File: src/rtl/if_fetch.sv
// Instruction fetch unit: owns the PC and keeps at most one read outstanding on the instruction bus.
// It hands correct-path instructions to IF/ID, and stale responses after a redirect are dropped.
module if_fetch #(
    parameter int unsigned          ADDR_WIDTH = 32,
    parameter int unsigned          DATA_WIDTH = 32,
    parameter logic [ADDR_WIDTH-1:0] RESET_PC  = '0,
    parameter logic [DATA_WIDTH-1:0] NOP_INST  = 32'h0000_0013
) (
    input  logic                  clk_i,
    input  logic                  rst_i,
    input  logic [5:0]            stall_i,
    input  logic                  jump_flag_i,
    input  logic [ADDR_WIDTH-1:0] jump_addr_i,
    output logic                  ibus_req_o,
    output logic [ADDR_WIDTH-1:0] ibus_addr_o,
    input  logic                  ibus_gnt_i,
    input  logic                  ibus_rvalid_i,
    input  logic [DATA_WIDTH-1:0] ibus_rdata_i,
    output logic [ADDR_WIDTH-1:0] inst_addr_o,
    output logic [DATA_WIDTH-1:0] inst_o
);

    typedef enum logic [2:0] {
        IDLE    = 3'd0,
        REQ     = 3'd1,
        WAIT    = 3'd2,
        HOLD    = 3'd3,
        DISCARD = 3'd4
    } state_e;

    state_e                  state_q, state_d;
    logic [ADDR_WIDTH-1:0]   pc_q, pc_d;
    logic [DATA_WIDTH-1:0]   inst_buf_q, inst_buf_d;

    logic [ADDR_WIDTH-1:0]   jump_target_s;
    logic [ADDR_WIDTH-1:0]   pc_inc_s;
    logic                    stop_s;
    logic                    deliver_s;
    logic [DATA_WIDTH-1:0]   deliver_data_s;
    logic                    unused_s;

    assign jump_target_s = {jump_addr_i[ADDR_WIDTH-1:2], 2'b00};
    assign pc_inc_s      = pc_q + ADDR_WIDTH'(4);
    assign stop_s        = stall_i[0];
    assign unused_s      = ^{stall_i[5:1], jump_addr_i[1:0]};

    // Next-state, PC and delivery selection; a redirect wins over stall and every other transition.
    always_comb begin
        state_d        = state_q;
        pc_d           = pc_q;
        inst_buf_d     = inst_buf_q;
        deliver_s      = 1'b0;
        deliver_data_s = NOP_INST;
        case (state_q)
            IDLE: begin
                state_d = REQ;
                if (jump_flag_i) begin
                    pc_d = jump_target_s;
                end else begin
                    pc_d = pc_q;
                end
            end
            REQ: begin
                if (jump_flag_i) begin
                    pc_d = jump_target_s;
                end else begin
                    pc_d = pc_q;
                end
                if (ibus_gnt_i) begin
                    state_d = jump_flag_i ? DISCARD : WAIT;
                end else begin
                    state_d = REQ;
                end
            end
            WAIT: begin
                if (ibus_rvalid_i) begin
                    if (jump_flag_i) begin
                        pc_d    = jump_target_s;
                        state_d = REQ;
                    end else if (!stop_s) begin
                        deliver_s      = 1'b1;
                        deliver_data_s = ibus_rdata_i;
                        pc_d           = pc_inc_s;
                        state_d        = REQ;
                    end else begin
                        inst_buf_d = ibus_rdata_i;
                        state_d    = HOLD;
                    end
                end else if (jump_flag_i) begin
                    pc_d    = jump_target_s;
                    state_d = DISCARD;
                end else begin
                    state_d = WAIT;
                end
            end
            HOLD: begin
                if (jump_flag_i) begin
                    pc_d    = jump_target_s;
                    state_d = REQ;
                end else if (!stop_s) begin
                    deliver_s      = 1'b1;
                    deliver_data_s = inst_buf_q;
                    pc_d           = pc_inc_s;
                    state_d        = REQ;
                end else begin
                    state_d = HOLD;
                end
            end
            DISCARD: begin
                // The stale response must drain before a new request can go out.
                if (jump_flag_i) begin
                    pc_d = jump_target_s;
                end else begin
                    pc_d = pc_q;
                end
                if (ibus_rvalid_i) begin
                    state_d = REQ;
                end else begin
                    state_d = DISCARD;
                end
            end
            default: begin
                state_d = IDLE;
            end
        endcase
    end

    // State, PC and hold-buffer registers.
    always_ff @(posedge clk_i or posedge rst_i) begin
        if (rst_i) begin
            state_q    <= IDLE;
            pc_q       <= RESET_PC;
            inst_buf_q <= NOP_INST;
        end else begin
            state_q    <= state_d;
            pc_q       <= pc_d;
            inst_buf_q <= inst_buf_d;
        end
    end

    assign ibus_req_o  = (state_q == REQ);
    assign ibus_addr_o = pc_q;
    assign inst_o      = deliver_s ? deliver_data_s : NOP_INST;
    assign inst_addr_o = deliver_s ? pc_q : {ADDR_WIDTH{1'b0}};

endmodule

File: config.mk
export PLATFORM = sky130hd
export DESIGN_NAME = if_fetch
export DESIGN_NICKNAME = d
export VERILOG_FILES = /design/src/rtl/if_fetch.sv
export SDC_FILE = /design/constraint.sdc
export NUM_CORES = 1
export LEC_CHECK = 0
export CAP_MARGIN = 20
export CORE_AREA = 10 10 136 107
export DETAILED_ROUTE_END_ITERATION = 8
export DIE_AREA = 0 0 146 117
export MAX_ROUTING_LAYER = met4
export PLACE_DENSITY_LB_ADDON = 0.08
export SYNTH_ARGS = -nofsm -noshare
export SYNTH_HDL_FRONTEND = slang
export SYNTH_SLANG_ARGS = --single-unit
File: constraint.sdc
create_clock -name clk_i -period 2.1 [get_ports clk_i]
set_input_delay 0.315 -clock clk_i [delete_from_list [all_inputs] [get_ports clk_i]]
set_output_delay 0.315 -clock clk_i [all_outputs]
set_load 0.1 [all_outputs]
==> flow_metrics.tcl <==
set metrics [dict create \
    status "complete, but fails checks" \
    violations "negative setup slack" \
    vias_per_cell 5.907 \
    max_stage_delay_ns 0.44 \
    place_area_um2 8023 \
    cts.sinks 67 \
    yosysMostFrequentCell "dfrtp_1" \
    top_usage_layer "met2" \
    antenna_left 0 \
    relSlewSlack 0.6574 \
    fin_worst_skew_ns 0.007773 \
    rsz0062_at_grt "true" \
    drt-wirelength-per-cell_um 21.68 \
    clockBufferDepth 2 \
    maxSlewViolCount 0 \
    whs_ns 0.4000 \
    max_freq_mhz 470.7 \
    ctsHoldBuffers 0 \
    reg2reg_depth 5 \
    cts_tree "yes" \
    cts_htree_levels 3 \
    gr-usage-met3 0.05686 \
    row_count 35 \
    cts_made_buffers 9 \
    setup.worst_path.class "flop to primary output" \
    final.setup.tns_ns -0.1233 \
    gr-usage-met1 0.3222 \
    finalSetupViolCount 14 \
    post-place-ws_ns -0.1881 \
    p_sw_frac 0.5173 \
    grt_max_degree 68 \
    synth_edf_count 0 \
    final_util 0.7244 \
    fp.dieArea_um2 17080 \
    critPathBufInv 3 \
    synthTopCellsByCount "dfrtp_1, nor2_1, nand2_1" \
    avgSynthCellArea_um2 8.458 \
    drc_errors 0 \
    grt_pass1_vias 5597 \
    fin_crit_sh 1.012 \
    period_needed_ns 2.124 \
    cp.depth 6 \
    dp.cells 911 \
    grt_pass1_wl_mm 32.03 \
    synth_nets 638 \
    antenna_found_initial 0 \
    core_area_um2 11960 \
    clk_latency_ns 0.33 \
    clockRootBuffer "clkbuf_16" \
    grtUsageMet2 0.3695 \
    hpwl_mm 15.08 \
    critPathMaxFanout 19 \
    intPower_mw 4.416 \
    grt_overflow_total 0 \
    antenna_cells 0 \
    io_pins 172 \
    synth-async-reset-ratio 1.000 \
    totalPowerFinal_mw 9.149 \
    cp.arrival_ns 1.81 \
    chipHeight_um 117 \
    synthFlopType "dfrtp_1" \
    grt_usage 0.2421 \
    synth_top_area_cell "dfrtp_1" \
    synthCells 562 \
    yosys_warnings 0 \
    drt_iter0_drc 430 \
    required_ns 1.78 \
    vdd_drop_max_mv 0.9399 \
    portBuffers 164 \
    p_seq_frac 0.271 \
    ys_types 73 \
    worst_pin_slew_ns 0.5140 \
    wl_mm 20.36 \
    cp-start-kind "flop" \
    path_clk_slew_ns 0.06 \
    gp_congestion 0.9445 \
    synth_top_area_share 0.3369 \
    crit_top_cell "buf_12" \
    min_path_type "input pin to async pin" \
    clkPwrFrac 0.150 \
    maxCapViolCount 0 \
    die_width_um 146 \
    timing.final.ws_setup_ns -0.02438 \
    endpoint_kind "primary output" \
    power.density_nw_per_um2 1056 \
    drive_above_1_share 0.4838 \
    start_util 0.3976 \
    ys_ff_latch 67 \
    cp_slowest_cell "dfrtp_2" \
    hold_viol_final 0 \
    leakage_nw 3.402 \
    final_cells 939 \
    pwr-share-comb 0.579 \
    num_vias 5547 \
    crit_family "buffers and inverters" \
    nets 844 \
    p_sw_mw 4.733 \
    syn_area_um2 4753 \
    final_area_um2 8661 \
    area_growth_pct 82.21 \
    dr.pass1.iters 5 \
    ys_seq_area_frac 0.3535 \
    synthTopCellsByArea "dfrtp_1, mux2_2, a22oi_1" \
    path_cells "buf_6, and3b_2, buf_12, a22oi_2, nor2_4, buf_12" \
]
## power groups by stage
stage | combinational (mW) | sequential, mW | clock, mW
after detailed placement | 5.00 | 2.45 | 0
after CTS | 5.21 | 2.46 | 1.38
after global routing | 5.55 | 2.56 | 1.44
final | 5.30 | 2.48 | 1.37
after floorplan | 2.15 | 3.66 | 0
after global placement | 4.93 | 2.39 | 0
## final timing paths
check                                    start              end  slack [ns]
worst max-delay path                state_q[1]       inst_o[29]       -0.02
worst min-delay path                     rst_i   inst_buf_q[21]        0.40
worst max register to register  ibus_addr_o[2]  ibus_addr_o[18]        0.10
worst min register to register  ibus_addr_o[1]   ibus_addr_o[1]        0.52
max in group asynchronous                rst_i    inst_buf_q[4]        1.37
min in group clk_i              ibus_addr_o[1]   ibus_addr_o[1]        0.52
## layout by cell type, fill, tap and decap left out, types with 4 or more instances in the layout
master           netlist  final
nor2_1                62     32
clkbuf_16              0      9
a21oi_1               29     28
buf_4                  0     93
buf_12                 0     73
a22oi_1               34      5
mux2_2                33     33
xor2_1                 4      4
and4_1                 5      4
a21o_1                 4      4
nand3_1               15     15
o21ai_0               29     26
nor4_1                17     10
dfrtp_2                0     29
and2_4                 0     15
nor2b_1                6      5
buf_6                  1      5
nor3_1                16     15
nand2_1               36     35
a31oi_1                5      5
nor4_4                 1      8
a22oi_2                0     29
and2_1                29      5
nand4_1               13     13
and2_2                 2     11
clkinv_2               0      4
and3_1                 7      7
nor3b_1                5      4
clkdlybuf4s50_1        0     64
nor2_4                 0     29
o22ai_1                8      7
inv_1                  9      8
dfrtp_1               64     35
## cells by family after synthesis
logic type | after synthesis | share of synthesized area
flip-flops | 67 | 0.3535
AO/OA/AOI/OAI | 155 | 0.2224
XOR/XNOR | 5 | 0.009213
multiplexers | 37 | 0.08660
buffers and inverters | 58 | 0.05107
AND/OR/NAND/NOR | 238 | 0.2724
adder cells (fa/ha/maj) | 2 | 0.004738
## routing by layer
metal / part of all wire / routed length, µm
met5: 0 / 0
met4: 0.012 / 235
met1: 0.45 / 9085
met2: 0.46 / 9419
met3: 0.079 / 1615
## worst register-to-register path, cell delays in order, from the launching register on
cell and delay [ns]:
dfrtp_2 0.49, ha_4 0.17, and4b_1 0.29, and4_1 0.39, nand4_1 0.17, a311o_1 0.37
## timing repair
item / CTS / global route
gates cloned: 2 / 0
pin swaps: 35 / 11
setup endpoints to repair: 65 / 62
resized for setup: 49 / 25
buffers inserted: 10 / 1
endpoints found under the hold margin: 0 / 0
## flip-flops by register name, indices dropped and copies added (netlist names)
name / count
ibus_addr_o: 32
inst_buf_q: 32
state_q: 3
## cell type report
class / count / area [µm²]
inverter: 10 / 37.54
tap: 166 / 207.7
clock inverter: 4 / 20.02
timing repair buffer: 243 / 2968
multi-input combinational: 437 / 3475
fill: 869 / 3294
clock buffer: 12 / 236.5
sequential: 67 / 1717
Power figures use the tool's default switching activity.
